==> src/rtl/run_timer.sv <==
// run_timer: a one-shot run-length timer.
// A start request launches a run of in_len clock cycles. The run either
// completes with a done pulse or is cancelled by an abort pulse. out_cnt
// counts the RUN cycles and keeps its final value until the next start.
//
//   state  | meaning
//   -------+---------------------------------------------------------
//   IDLE   | waiting for in_start; out_cnt holds the last run's count
//   RUN    | counting cycles toward the latched length
//   DONE   | one-cycle completion pulse on out_done
//   ABORT  | one-cycle cancel pulse on out_abort; out_cnt frozen
module run_timer #(
    parameter int WIDTH = 8
) (
    input  logic             clk,
    input  logic             rst_n,
    input  logic             in_start,
    input  logic [WIDTH-1:0] in_len,
    input  logic             in_abort,
    output logic             out_busy,
    output logic             out_done,
    output logic             out_abort,
    output logic [WIDTH-1:0] out_cnt
);

    typedef enum logic [1:0] {
        S_IDLE  = 2'd0,
        S_RUN   = 2'd1,
        S_DONE  = 2'd2,
        S_ABORT = 2'd3
    } state_t;

    localparam logic [WIDTH-1:0] ONE = WIDTH'(1);

    state_t           state_q, state_d;
    logic [WIDTH-1:0] len_q, len_d;
    logic [WIDTH-1:0] cnt_q, cnt_d;

    // State, latched length and run counter registers.
    always_ff @(posedge clk or negedge rst_n) begin
        if (!rst_n) begin
            state_q <= S_IDLE;
            len_q   <= '0;
            cnt_q   <= '0;
        end else begin
            state_q <= state_d;
            len_q   <= len_d;
            cnt_q   <= cnt_d;
        end
    end

    // Next-state and datapath update; abort wins over completion in RUN.
    always_comb begin
        state_d = state_q;
        len_d   = len_q;
        cnt_d   = cnt_q;
        case (state_q)
            S_IDLE: begin
                if (in_start) begin
                    cnt_d = '0;
                    if (in_len != '0) begin
                        len_d   = in_len;
                        state_d = S_RUN;
                    end else begin
                        // Zero-length run skips RUN entirely.
                        state_d = S_DONE;
                    end
                end
            end
            S_RUN: begin
                if (in_abort) begin
                    state_d = S_ABORT;
                end else begin
                    // cnt_q < len_q here, so the increment cannot wrap.
                    cnt_d = cnt_q + ONE;
                    if (cnt_q == len_q - ONE) begin
                        state_d = S_DONE;
                    end
                end
            end
            S_DONE:  state_d = S_IDLE;
            S_ABORT: state_d = S_IDLE;
            default: state_d = S_IDLE;
        endcase
    end

    // Moore outputs decoded from the registered state only.
    always_comb begin
        out_busy  = (state_q != S_IDLE);
        out_done  = (state_q == S_DONE);
        out_abort = (state_q == S_ABORT);
        out_cnt   = cnt_q;
    end

endmodule
==> config.mk <==
export PLATFORM = sky130hd
export DESIGN_NAME = run_timer
export DESIGN_NICKNAME = d
export VERILOG_FILES = /design/src/rtl/run_timer.sv
export SDC_FILE = /design/constraint.sdc
export NUM_CORES = 1
export LEC_CHECK = 0
export BUFFER_PORTS_ARGS = -buffer_cell sky130_fd_sc_hd__buf_2
export CAP_MARGIN = 20
export CORE_MARGIN = 2
export CORE_UTILIZATION = 30
export CTS_CLUSTER_DIAMETER = 30
export DETAILED_ROUTE_END_ITERATION = 6
export RECOVER_POWER = 25
export SLEW_MARGIN = 20
export SYNTH_ARGS = -nofsm -noshare
export SYNTH_HDL_FRONTEND = slang
export SYNTH_SLANG_ARGS = --single-unit
==> constraint.sdc <==
create_clock -name clk -period 2.27 [get_ports clk]
set_input_delay 0.454 -clock clk [delete_from_list [all_inputs] [get_ports clk]]
set_output_delay 0.454 -clock clk [all_outputs]
set_load 0.01 [all_outputs]
### Word-level counts from Yosys, hierarchy flattened

Index checks and enable logic that the tools add are counted.

* $mul: 0
* bitwise gates (word level): 0
* equality and inequality tests: 7
* add/sub/neg operators: 2
* shift operators: 0
* reduce and logical (&&, ||, !) cells: 8
* multiplexer cells: 8
* div/mod/pow operators: 0
* magnitude comparators: 0

Operator list (count)
* two-way mux 8 bit: 2
* one-hot mux 8 bit (2 select lines): 1
* adder 8 x 1 -> 8 bit (second input constant): 1
* equality test 8 bit: 1
* two-way mux 2 bit: 4
* nonzero test 8 bit: 1
* subtractor 8 x 1 -> 8 bit (second input constant): 1
* one-hot mux 2 bit (3 select lines): 1
* AND reduction 3 bit: 2
* equality test 2 bit (second input constant): 2
* inequality test 2 bit (second input constant): 2
* nonzero test 2 bit: 2
* inequality test 3 bit (second input constant): 1
* equality test 2 x 1 -> 1 bit (second input constant): 1
* logical NOT 2 bit: 1
* AND reduction 2 bit: 1
* OR reduction 2 bit: 1

* bits in writable memories: 0
* memories kept: 0
* logic and storage cells: 28
* ROM bits: 0
* bits in latches: 0
* input port bits: 12
* register bits after elaboration: 18

### Longest topological paths before layout

Gate-level depths: netlist of run 1.

* word-level depth: 5
* mapped depth: 8

### Worst setup path before layout of run 1

OpenSTA, ideal clock, no wires.

* kind: in2reg
* from: input in_len[3]
* to: register len_q[2]
* library setup time: 128 ps
* setup slack: 533 ps
* stages on the path: 5
* required time: 2142 ps
* data arrival time: 1609 ps
* path buffers: 1
* path through: or4_1 nor2_1 nor2b_1 buf_2 mux2_1

* longest elaborated chain between the ends: 2

RTL lines
* start, declared: line 18 `input logic [WIDTH-1:0] in_len,`
* nonzero test 8 bit: line 61 `if (in_len != '0) begin`
* AND reduction 3 bit (no source line)
* end signal, assigned: line 47 `len_q <= len_d;`
* end, declared: line 36 `logic [WIDTH-1:0] len_q, len_d;`

No other way between the ends.
A chain may end at the register's enable or synchronous reset.

### Worst setup path after layout of run 1

* from: register len_q[0]
* to: register state_q[0]

* longest elaborated chain between the ends: 4

RTL lines
* subtractor 8 x 1 -> 8 bit: line 76 `if (cnt_q == len_q - ONE) begin`
* equality test 8 bit: line 76
* inequality test 3 bit (no source line)
* AND reduction 2 bit (no source line)
* end signal, assigned: line 46 `state_q <= state_d;`
* end, declared: line 35 `state_t state_q, state_d;`

No other way between the ends.

==> results.json, run 1 <==
{
  "status": "complete, no violations",
  "cts_tree": "done",
  "clk_latency_ps": 300,
  "cts_max_level": 1,
  "hold_violations": 0,
  "fillers": 369,
  "crit_buf_inv": 0,
  "fin_crit_ps": 1846,
  "die_height_um": 63.40,
  "grt_max_degree": 19,
  "dieWidth_um": 63.40,
  "finalNetCount": 149,
  "drc": 0,
  "slowest_delay_ps": 560,
  "hold_path_class": "in2async",
  "r2r_slack_ps": 420,
  "n_antenna_cell": 0,
  "cp_data_required_time_ps": 2450,
  "async_reset_ff_share_pct": 100.0,
  "hpwl_um": 1903,
  "pwr-share-comb_pct": 42.8,
  "synth_edf_count": 0,
  "peakVddDrop_mv": 0.4302,
  "portBuffers": 22,
  "cts_buffer_depth": 2,
  "numCtsBuffers": 3,
  "avgSynthCellArea_um2": 9.711,
  "start_util_pct": 31.47,
  "postRouteAntennaNets": 0,
  "max_freq_mhz": 541.7,
  "seq_power_share_pct": 42.7,
  "grt_pass1_vias": 911,
  "p_sw_mw": 0.5747,
  "synthTopCellsByArea": "dfrtp_1, xor2_1, mux2_1",
  "worst_pin_slew_ps": 975.4,
  "dr_total_vias": 899,
  "yosysWarnings": 0,
  "ys_seq_area_share_pct": 42.55,
  "power_frac_clock_pct": 14.5,
  "drtIter0Drc": 9,
  "synth_area_um2": 1059,
  "fp.dieArea_um2": 4020,
  "crit_path_end_kind": "flip-flop",
  "antenna_found_initial": 0,
  "maxCapViolCount": 0,
  "cts_hold_buffers": 0,
  "viasPerCell": 4.994,
  "p_leak_nw": 0.5887,
  "setup.worst_path.class": "reg2reg",
  "final_area_um2": 1259,
  "path_max_fanout": 4,
  "synthCells": 109,
  "worst_setup_path_start_kind": "flip-flop",
  "post_cts_buffers": 0,
  "coreArea_um2": 3363,
  "dr.pass1.iters": 4,
  "synth_top_area_share_pct": 42.55,
  "gp_congestion": 0.7205,
  "clock-root-buffer": "clkbuf_4",
  "yosys.area.top_type": "dfrtp_1",
  "worst_slack_ps": 423.9,
  "area_growth_pct": 18.91,
  "syn-num-nets": 123,
  "crit_chain": "or4_4 > nor2_2 > nand4b_1 > and3_1 > nor3_2 > a21oi_1",
  "dp_cells": 176,
  "p_sw_share_pct": 41.73,
  "routed_wl_um": 2429,
  "crit_path_top_delay_cell": "or4_4",
  "relSlewSlack_pct": 34.97,
  "stdcell_count": 180,
  "final_layout_size_suffix_gt1_share_pct": 23.13,
  "crit_family": "simple AND/OR/NAND/NOR gates",
  "drv_slew": 0,
  "rows": 21,
  "ctsResizeCount": 0,
  "ys_ff_latch": 18,
  "yosysMostFrequentCell": "dfrtp_1",
  "crit_arrival_ps": 2030,
  "synth_common_cells": "dfrtp_1, nor2_1, xor2_1",
  "setup_viol": 0,
  "dpl_cell_area_um2": 1224,
  "drt-wirelength-per-cell_um": 13.49,
  "grt-ovfl-total": 0,
  "power_density_nw_per_um2": 1094,
  "fin_setup_tns_ps": 0,
  "pin_count": 23,
  "fin_util_pct": 37.43,
  "cts.sinks": 18,
  "synth_cell_types": 34,
  "synth_ff_type": "dfrtp_1",
  "internal-power_mw": 0.8026,
  "clk_pin_slew_worst_paths_ps": 110,
  "fin_crit_sh_pct": 81.32,
  "pre_cts_ws_ps": 342.3,
  "finClkSkew_ps": 4.395,
  "grt_pass1_wl_um": 4264,
  "grt_use_total_pct": 13.38,
  "rsz0062_at_grt": "false"
}
[final timing paths]
check | from | end | cells after the start
max | len_q[0] | state_q[0] | 6
min | rst_n | out_cnt[2] | 1
max reg2reg | len_q[0] | state_q[0] | 6
min reg2reg | len_q[7] | len_q[7] | 1
max in group asynchronous | rst_n | len_q[7] | 1
min in group clk | in_len[7] | len_q[7] | 2
[kinds of logic after synthesis]
logic type	synth area share [%]
adder cells (fa/ha/maj)	2.364
AND/OR/NAND/NOR	25.06
flip-flops	42.55
buffers and inverters	2.364
XOR/XNOR	11.58
multiplexers	6.383
AO/OA/AOI/OAI	9.693
[final cells by class]
class / count / area (um^2) / area share (%)
Sequential cell: 18 / 450.4 / 35.79
Tap cell: 46 / 57.56 / 4.573
Inverter: 4 / 15.01 / 1.193
Timing Repair Buffer: 23 / 116.4 / 9.245
Multi-Input combinational cell: 85 / 583.1 / 46.32
Clock buffer: 4 / 36.28 / 2.883
[worst reg2reg max path, stage by stage, from the launching register on]
cell	delay, ps
dfrtp_1	430
or4_4	560
nor2_2	120
nand4b_1	120
and3_1	190
nor3_2	220
a21oi_1	100
[layer usage]
layer  wire length (um)  vias to the layer above  global-route usage (%)
met5                  0                        -                       0
met4                 68                        0                   7.337
met3                 77                        8                   2.143
met2               1150                       20                   21.97
met1               1133                      431                   16.72
li1                   -                      440                       -
[stage by stage]
step	total power, mW	hold slack [ps]
detailed placement	1.185	406.1
global route	1.497	346.7
global placement	1.155	403.0
floorplan	1.000	158.4
CTS	1.386	74.05
finish	1.377	278.0
[power by group through the flow]
stage	combinational (mW)	clock, mW	sequential (mW)
detailed placement	0.589	0	0.596
finish	0.589	0.200	0.589
CTS	0.594	0.206	0.586
global placement	0.566	0	0.589
global route	0.668	0.220	0.609
floorplan	0.445	0	0.556
[state kept, by name (all words and copies together), names as in the netlist]
signal and cells:
len_q 8, state_q 2, out_cnt 8
[cells in the final DEF (no fill, tap or decap), drive strengths merged, types with 2 or more instances in the layout]
cell    instances
dfrtp          18
inv             4
a21oi           6
nand4           3
xor2            9
clkbuf          5
nand2b          4
nand2           4
nor2           16
nor2b           2
buf            22
nand3           3
mux2            6
or4             3
and3            3
nor3            3
o21ai           5
xnor2           5
ha              2
No activity file was read; power rests on OpenSTA's default activity.
==> inputs of run 2 (changes only) <==
clock period = 1.6 ns   (was 2.27 ns; I/O delays follow)
==> results.json, run 2 (synthesized netlist as in run 1, its figures left out) <==
{
  "clock-root-buffer": "clkbuf_4",
  "violations": "negative setup slack",
  "area_growth_pct": 34.75,
  "gp_congestion": 0.8634,
  "endpoint": "state_q[1]",
  "rows": 21,
  "power_density_nw_per_um2": 1621,
  "crit_start": "len_q[0]",
  "hold_violations": 0,
  "antenna_found_initial": 0,
  "final_layout_size_suffix_gt1_share_pct": 33.55,
  "fin_setup_tns_ps": -215.9,
  "fin_crit_ps": 1726,
  "viasPerCell": 4.939,
  "dieWidth_um": 63.40,
  "drt-wirelength-per-cell_um": 13.88,
  "peakVddDrop_mv": 0.6770,
  "cts.sinks": 18,
  "grt_use_total_pct": 14.30,
  "crit_arrival_ps": 1930,
  "cts_tree": "done",
  "dpl_cell_area_um2": 1336,
  "dr.pass1.iters": 4,
  "rsz0062_at_grt": "true",
  "path_max_fanout": 3,
  "clk_latency_ps": 300,
  "final_area_um2": 1426,
  "finClkSkew_ps": 2.641,
  "drtIter0Drc": 43,
  "postRouteAntennaNets": 0,
  "die_height_um": 63.40,
  "cp_data_required_time_ps": 1800,
  "worst_setup_path_start_kind": "flip-flop",
  "numCtsBuffers": 3,
  "grt_max_degree": 19,
  "r2r_slack_ps": -130,
  "drv_slew": 0,
  "relSlewSlack_pct": 34.10,
  "p_leak_nw": 0.6817,
  "setup.worst_path.class": "reg2reg",
  "clk_pin_slew_worst_paths_ps": 110,
  "final_common_cell": "buf_2",
  "drc": 0,
  "n_antenna_cell": 0,
  "finalNetCount": 167,
  "hold_path_class": "in2reg",
  "cts_max_level": 1,
  "r2r_start": "len_q[0]",
  "start_util_pct": 31.47,
  "crit_path_end_kind": "flip-flop",
  "max_freq_mhz": 579.3,
  "dr_total_vias": 978,
  "routed_wl_um": 2748,
  "cts_buffer_depth": 2,
  "status": "finished, violations left",
  "worst_slack_ps": -126.1,
  "worst_pin_slew_ps": 988.5,
  "reg2reg_depth": 5,
  "portBuffers": 22,
  "setup_viol": 2,
  "final_cell_mix": "buf_2, dfrtp_1, buf_4",
  "pin_count": 23,
  "fin_crit_sh_pct": 107.9,
  "grt_pass1_wl_um": 4574,
  "coreArea_um2": 3363,
  "grt_pass1_vias": 967,
  "maxCapViolCount": 0,
  "r2r-end": "state_q[1]",
  "fp.dieArea_um2": 4020,
  "hpwl_um": 2115,
  "grt-ovfl-total": 0
}
## run 2: changes by cell type in the layout (fill, tap and decap cells not counted), sizes merged
cell / before / now
buf: 22 / 39
dlygate4sd3: 0 / 1
## run 2: critical path: stages, from the launching register on
cell	delay, ps
dfrtp_1	410
or4_4	560
o221ai_1	200
and3_4	220
nor3_2	40
o21a_1	190
## run 2: worst min-delay path by stage
stage,cells after the start,start,endpoint,slack [ps]
floorplan,0,rst_n,len_q[0],20
global placement,1,rst_n,out_cnt[3],270
detailed placement,1,rst_n,out_cnt[3],280
CTS,3,in_len[0],len_q[0],250
global route,2,in_len[4],len_q[4],260
finish,2,in_len[7],len_q[7],260
## run 2: per-stage QoR
| stage | setup WS (ps) | std cells | hold slack (ps) | utilization [%] | total power, mW |
|---|---|---|---|---|---|
| finish | -126.1 | 198 | 259.3 | 42.41 | 2.312 |
| global route | -203.2 | 198 | 258.4 | 42.41 | 2.480 |
| global placement | -102.8 | 191 | 267.4 | 39.73 | 1.871 |
| detailed placement | -127.3 | 191 | 275.6 | 39.73 | 1.898 |
| CTS | -99.88 | 198 | 249.5 | 41.85 | 2.251 |
| floorplan | -1.097 | 109 | 24.41 | - | 1.424 |
## run 2: power by group
group          total [mW]  internal [mW]  switching (mW)  leakage, nW
clock network       0.289          0.139           0.150       0.0210
logic                1.23          0.641           0.587        0.431
registers           0.795          0.605           0.189        0.230
## run 2: metal layers
layer,track usage (%),part of all wire (%),up-vias
met3,3.750,4.8,0
met4,0.8152,0,0
met2,23.95,49,27
met5,0,0,-
met1,19.42,47,474
li1,-,-,477
## run 2: timing repair
action,4_1_cts,5_1_grt
hold buffers,1,0
endpoints found under the setup margin,8,5
gates resized for setup,3,3
buffers inserted,2,0
endpoints found under the hold margin,18,0
pin swaps,0,1
## run 2: final cells by class
cell class / instances / area [um^2]
clock buffer: 4 / 36.28
timing repair buffer: 41 / 254.0
inverter: 4 / 15.01
multi-input combinational: 85 / 613.1
tap: 46 / 57.56
fill: 358 / 1937
sequential: 18 / 450.4
